### config.mk
export PLATFORM = sky130hd
export DESIGN_NAME = cpu_memory_responder_flat
export DESIGN_NICKNAME = d
export VERILOG_FILES = /design/src/rtl/cpu_mem_pkg.sv /design/src/rtl/cpu_memory_responder_if.sv /design/src/rtl/mem_array_16x8.sv /design/src/rtl/cpu_memory_responder.sv /design/src/flat_wrapper.sv
export SDC_FILE = /design/constraint.sdc
export NUM_CORES = 1
export LEC_CHECK = 0
export CAP_MARGIN = 20
export CORE_MARGIN = 8
export CORE_UTILIZATION = 50
export CTS_CLUSTER_SIZE = 25
export DETAILED_ROUTE_END_ITERATION = 6
export DONT_BUFFER_PORTS = 1
export PLACE_DENSITY = 0.77
export SYNTH_ARGS = -nofsm -noshare
export SYNTH_HDL_FRONTEND = slang
export SYNTH_SLANG_ARGS = --single-unit
### constraint.sdc
create_clock -name clk -period 5 [get_ports clk]
set_clock_uncertainty 0.15 [all_clocks]
set_input_delay 0.25 -clock clk [delete_from_list [all_inputs] [get_ports clk]]
set_output_delay 0.25 -clock clk [all_outputs]
set_load 0.005 [all_outputs]
### src/rtl/cpu_mem_pkg.sv
// Shared types and defaults for the CPU memory responder and its storage.
package cpu_mem_pkg;

    localparam int AW_DEF = 4;
    localparam int DW_DEF = 8;

    typedef enum logic [1:0] {
        ST_IDLE = 2'd0,
        ST_LOAD = 2'd1,
        ST_RUN  = 2'd2
    } state_t;

endpackage

### src/rtl/cpu_memory_responder_if.sv
// CPU memory bus plus boot-loader stream and status; master = CPU/loader side, slave = responder.
interface cpu_memory_responder_if
    import cpu_mem_pkg::*;
#(
    parameter int AW = AW_DEF,
    parameter int DW = DW_DEF
);
    logic          read;
    logic          write;
    logic [AW-1:0] address;
    logic [DW-1:0] memoryIn;
    logic [DW-1:0] memoryOut;
    logic          ld_start;
    logic          ld_valid;
    logic [DW-1:0] ld_data;
    logic          ld_ready;
    logic          ld_done;
    logic          cpu_hold;
    logic          rw_conflict;

    modport master (
        output read, write, address, memoryIn, ld_start, ld_valid, ld_data,
        input  memoryOut, ld_ready, ld_done, cpu_hold, rw_conflict
    );

    modport slave (
        input  read, write, address, memoryIn, ld_start, ld_valid, ld_data,
        output memoryOut, ld_ready, ld_done, cpu_hold, rw_conflict
    );
endinterface

### src/rtl/mem_array_16x8.sv
// Storage array: one synchronous write port, one combinational read port; no reset, contents persist.
module mem_array_16x8 #(
    parameter int AW = 4,
    parameter int DW = 8
) (
    input  logic          clk,
    input  logic          we,
    input  logic [AW-1:0] waddr,
    input  logic [DW-1:0] wdata,
    input  logic [AW-1:0] raddr,
    output logic [DW-1:0] rdata
);
    logic [DW-1:0] mem [2**AW];

    always_ff @(posedge clk) begin
        if (we) begin
            mem[waddr] <= wdata;
        end
    end

    assign rdata = mem[raddr];
endmodule

### src/rtl/cpu_memory_responder.sv
// Memory responder with boot loader: zero-latency reads, write at the edge; loader stalls on ld_valid=0.
// CPU held in clear (cpu_hold) until a full image has been accepted.
module cpu_memory_responder
    import cpu_mem_pkg::*;
#(
    parameter int AW         = AW_DEF,
    parameter int DW         = DW_DEF,
    parameter int LOAD_WORDS = 16
) (
    input  logic                   clk,
    input  logic                   clr,
    cpu_memory_responder_if.slave  bus
);
    localparam logic [AW:0] LAST_PTR = (AW+1)'(LOAD_WORDS - 1);

    state_t        state;
    logic [AW:0]   ld_ptr;
    logic          hold_q;
    logic          rdy_q;
    logic          done_q;
    logic          conflict_q;

    logic          ld_acc;
    logic          cpu_we;
    logic          cpu_rd;
    logic          cpu_conflict;
    logic          we;
    logic [AW-1:0] waddr;
    logic [DW-1:0] wdata;
    logic [DW-1:0] rdata;

    assign ld_acc       = (state == ST_LOAD) && bus.ld_valid && rdy_q;
    assign cpu_we       = (state == ST_RUN) && bus.write && !bus.read;
    assign cpu_rd       = (state == ST_RUN) && bus.read && !bus.write;
    assign cpu_conflict = (state == ST_RUN) && bus.read && bus.write;

    // Loader owns the write port in LOAD, the CPU in RUN; never both.
    assign we    = ld_acc || cpu_we;
    assign waddr = (state == ST_LOAD) ? ld_ptr[AW-1:0] : bus.address;
    assign wdata = (state == ST_LOAD) ? bus.ld_data : bus.memoryIn;

    mem_array_16x8 #(.AW(AW), .DW(DW)) u_mem (
        .clk   (clk),
        .we    (we),
        .waddr (waddr),
        .wdata (wdata),
        .raddr (bus.address),
        .rdata (rdata)
    );

    always_ff @(posedge clk) begin
        if (clr) begin
            state      <= ST_IDLE;
            ld_ptr     <= '0;
            hold_q     <= 1'b1;
            rdy_q      <= 1'b0;
            done_q     <= 1'b0;
            conflict_q <= 1'b0;
        end else begin
            done_q <= 1'b0;
            if (cpu_conflict) begin
                conflict_q <= 1'b1;
            end
            case (state)
                ST_IDLE: begin
                    if (bus.ld_start) begin
                        state  <= ST_LOAD;
                        ld_ptr <= '0;
                        rdy_q  <= 1'b1;
                    end
                end
                ST_LOAD: begin
                    if (ld_acc) begin
                        ld_ptr <= ld_ptr + 1'b1;
                        if (ld_ptr == LAST_PTR) begin
                            state  <= ST_RUN;
                            hold_q <= 1'b0;
                            rdy_q  <= 1'b0;
                            done_q <= 1'b1;
                        end
                    end
                end
                ST_RUN: begin
                    if (bus.ld_start) begin
                        state  <= ST_LOAD;
                        ld_ptr <= '0;
                        hold_q <= 1'b1;
                        rdy_q  <= 1'b1;
                    end
                end
                default: begin
                    state  <= ST_IDLE;
                    hold_q <= 1'b1;
                    rdy_q  <= 1'b0;
                end
            endcase
        end
    end

    assign bus.memoryOut   = cpu_rd ? rdata : '0;
    assign bus.ld_ready    = rdy_q;
    assign bus.ld_done     = done_q;
    assign bus.cpu_hold    = hold_q;
    assign bus.rw_conflict = conflict_q;
endmodule

### src/flat_wrapper.sv
// flat-port wrapper written by rule: the top's interface ports become plain ports
module cpu_memory_responder_flat import cpu_mem_pkg::*;
#(
    parameter int AW         = AW_DEF,
    parameter int DW         = DW_DEF,
    parameter int LOAD_WORDS = 16
)
  (clk, clr, bus_read, bus_write, bus_address, bus_memoryIn, bus_ld_start, bus_ld_valid, bus_ld_data, bus_memoryOut, bus_ld_ready, bus_ld_done, bus_cpu_hold, bus_rw_conflict);
  cpu_memory_responder_if #(.AW(AW), .DW(DW)) bus_i ();
  input  logic clk;
  input  logic clr;
  input wire logic [$bits(bus_i.read)-1:0] bus_read;
  input wire logic [$bits(bus_i.write)-1:0] bus_write;
  input wire logic [$bits(bus_i.address)-1:0] bus_address;
  input wire logic [$bits(bus_i.memoryIn)-1:0] bus_memoryIn;
  input wire logic [$bits(bus_i.ld_start)-1:0] bus_ld_start;
  input wire logic [$bits(bus_i.ld_valid)-1:0] bus_ld_valid;
  input wire logic [$bits(bus_i.ld_data)-1:0] bus_ld_data;
  output wire logic [$bits(bus_i.memoryOut)-1:0] bus_memoryOut;
  output wire logic [$bits(bus_i.ld_ready)-1:0] bus_ld_ready;
  output wire logic [$bits(bus_i.ld_done)-1:0] bus_ld_done;
  output wire logic [$bits(bus_i.cpu_hold)-1:0] bus_cpu_hold;
  output wire logic [$bits(bus_i.rw_conflict)-1:0] bus_rw_conflict;
  assign bus_i.read = bus_read;
  assign bus_i.write = bus_write;
  assign bus_i.address = bus_address;
  assign bus_i.memoryIn = bus_memoryIn;
  assign bus_i.ld_start = bus_ld_start;
  assign bus_i.ld_valid = bus_ld_valid;
  assign bus_i.ld_data = bus_ld_data;
  assign bus_memoryOut = bus_i.memoryOut;
  assign bus_ld_ready = bus_i.ld_ready;
  assign bus_ld_done = bus_i.ld_done;
  assign bus_cpu_hold = bus_i.cpu_hold;
  assign bus_rw_conflict = bus_i.rw_conflict;
  cpu_memory_responder #(.AW(AW), .DW(DW), .LOAD_WORDS(LOAD_WORDS)) u_core (.clk(clk), .clr(clr), .bus(bus_i));
endmodule
==> results.md <==
- Outcome: finished, final reports clean
- CP endpoint kind: flip-flop
- Post-Synth XOR/XNOR Area: less than 1%
- Peak VDD IR: just under 0.2 mV
- Final WL: approximately 12000 µm
- Place WS: roughly 2.2 ns
- Post-synth EDFFs: 128
- Area Overhead vs Synth: 13.13%
- Die W: ~120 µm
- CP required: about 4.9 ns
- Vert. Die Dim: approximately 120 µm
- TritonCTS Buffers: 17
- Synth Area per Inst: 17.23 µm²
- Fin nets: about 370
- Power Density: 412.6 nW/µm²
- Synth Area in Compound Gates: 4.667%
- Largest family of logic cells by synthesized area: multiplexers
- Pins over their slew limit: 0
- Final hold vios: 0
- Routed len/inst: around 24 µm
- Hold WS: 0.2657 ns
- Vias: between 3k and 4k
- Synth Warn #: 0
- Largest net degree at the start of global routing: 37
- Fmax: 0.3418 GHz
- CTS tree: yes
- Area of the multi-input gates: ~1500 µm²
- Worst-skew pair later-pin latency: 0.40 ns
- Synthesized Nets: 361
- CP startpoint kind: flip-flop
- RSZ-0062 raised after global routing: false
- Mapped Area: between 5000 and 6000 µm²
- Fillers: just over 800
- Clk sinks: roughly 140
- Crit path max fanout: 11
- Cell Chain, Critical Path: nor2b_1 -> buf_4 -> and3_1 -> o21ai_1 -> nor2_1
- Setup TNS: 0 ns
- H-tree depth: 4
- Final core utilization: between 50% and 60%
- Worst path slowest cell: nor2_1
- Share of post-route cells with drive strength above 1: roughly 14%
- Most common cell after layout, fill and taps aside: edfxtp_1
- Setup Fix Bufs, Post-CTS: 0
- Post-DP HPWL: ~7500 µm
- Post-Synth Adder-Cell Area: less than 1%
- Maximum buffer depth of the clock tree: 2
- Max cap viols: 0
- R2R Setup Slk: 2.07 ns
- Crit path arrival time: ~2.8 ns
- Die Area: between 15000 and 20000 µm²
- Post-synthesis mux area share: between 10% and 20%
- Sequential cell area: between 4000 and 5000 µm²
- Top FF cell, synth: edfxtp_1
- Commonest cells after routing, fill and taps aside: edfxtp_1, nand2_1, nor2_1
- Root buf cell: clkbuf_16
- 1st-iter DRT viols: 559
- GPL Wtd Cong: roughly 0.82
- Leak: approximately 2.2 nW
- Cell Rows: 39
- Vias in the first global route: 3140
- Async S/R FF share, synth: 0%
- First-pass GRT wire length: about 18000 µm
- First-pass DRT Iterations: 5
- Gr ovfl total: 0
- Slew margin rel.: a little over two fifths
- Clk slew on worst S/H paths: about 0.05 ns
- Netlist cell types: 34
- Syn Inst Count: between 300 and 400
- Critical path class: reg -> reg
- Total GRT Usage: roughly 17%
- Core box area: 11320 µm²
- Worst min path class: in -> reg
- Largest stage delay on the critical path: around 0.66 ns
- Ant diodes: 0
- Vias/cell: 6.200
- Post-synth top area cell: edfxtp_1
- Slew at the pin closest to its max-slew limit: around 0.85 ns
- Final WS setup: a little over 2 ns
- Synth top area share: approximately two thirds
- Synth Area in Simple Gates: 6.892%
- Seq cells post-synth: 139
- Initial antenna violation count: 0
- PortBufs: 0
- Final setup violating endpoints: 0
- Top cells by area, synth: edfxtp_1, mux4_2, mux4_1
- Antenna Violating Nets Remaining: 0
- Drt drc: 0
- Starting Density: approximately half
- I/O pin total: 38
- Sequential-to-total area share from yosys stat: between 70% and 80%
- Post-layout min period: just under 3 ns
- Post-route clock period utilization: ~59%
cells by family after synthesis:
| family | count (synthesis) |
|---|---|
| AOI/OAI and AO/OA | 39 |
| and+or+nand+nor | 81 |
| adders and majority gates | 2 |
| DFF | 139 |
| xor gates and xnor gates | 1 |
| muxes | 33 |
| buffers and inverters | 38 |
flip-flops by register name, summed over array words and instances, names as in the netlist:
signal	count
u_core.bus.ld_ready	1
u_core.state	2
u_core.u_mem.mem	128
u_core.bus.ld_done	1
u_core.bus.cpu_hold	1
u_core.ld_ptr	5
u_core.bus.rw_conflict	1
critical path, delay by kind of cell (launching register included):
family	cells	cell delay, ns
flip-flops	1	0.48
AND/OR/NAND/NOR	3	1.43
buffers and inverters	1	0.30
AO/OA/AOI/OAI	1	0.18
area by class of cell:
| class | count | area share (%) |
|---|---|---|
| multi-input cells | 156 | 22.83 |
| clock inverters | 11 | 2.603 |
| repair buffers | 8 | 1.195 |
| inverters | 21 | 1.215 |
| well taps | 143 | 2.757 |
| clock buffers | 21 | 6.786 |
| flip-flops and latches | 139 | 62.62 |
power breakdown:
group,total (mW),switching [mW],leakage (nW),internal (mW)
sequential,1.29,0.00304,1.24,1.29
combinational,0.101,0.0654,0.622,0.0354
clock,1.28,0.449,0.297,0.835
total,2.68,0.517,2.16,2.16
synth_stat cells (3+ instances only):
master      n
o221ai_1    8
a21oi_1     4
dfxtp_1    11
a22oi_1    10
buf_2       8
buf_6       3
nand2_1    27
mux4_1     14
o21ai_1     7
edfxtp_1  128
clkbuf_1    5
nand3b_1    4
nor3b_1     6
a31oi_1     5
mux4_2     18
nor2_1     26
inv_1      21
nor3_1      5
layer usage:
metal,up-vias,GRT usage (%),share of wire (%)
li1,1343,-,-
met1,1510,20.69,38
met2,202,27.12,49
met3,39,6.210,11
met4,0,6.471,2.9
met5,-,0,0
timing repair:
item,4_1_cts,5_1_grt
gates resized for setup,0,0
hold buffers,7,0
hold endpoints to repair,11,0
setup endpoints to repair,0,0
path summary, 6_finish.rpt:
check / startpoint / endpoint / cells after the start
max: u_core.state[0] / u_core.u_mem.mem[3][6] / 5
min: bus_ld_valid / u_core.ld_ptr[4] / 3
max reg2reg: u_core.state[0] / u_core.u_mem.mem[3][6] / 5
min reg2reg: u_core.bus.cpu_hold / u_core.bus.cpu_hold / 2
metrics by stage:
| stage | std cells | power [mW] | cell area [µm²] |
|---|---|---|---|
| after floorplan | 333 | 1.398 | 5737 |
| after global placement | 460 | 1.409 | 5811 |
| after detailed placement | 460 | 1.413 | 5811 |
| after CTS | 499 | 2.695 | 6490 |
| after global routing | 499 | 2.749 | 6490 |
| final | 499 | 2.678 | 6490 |
Power figures use the tool's default switching activity.
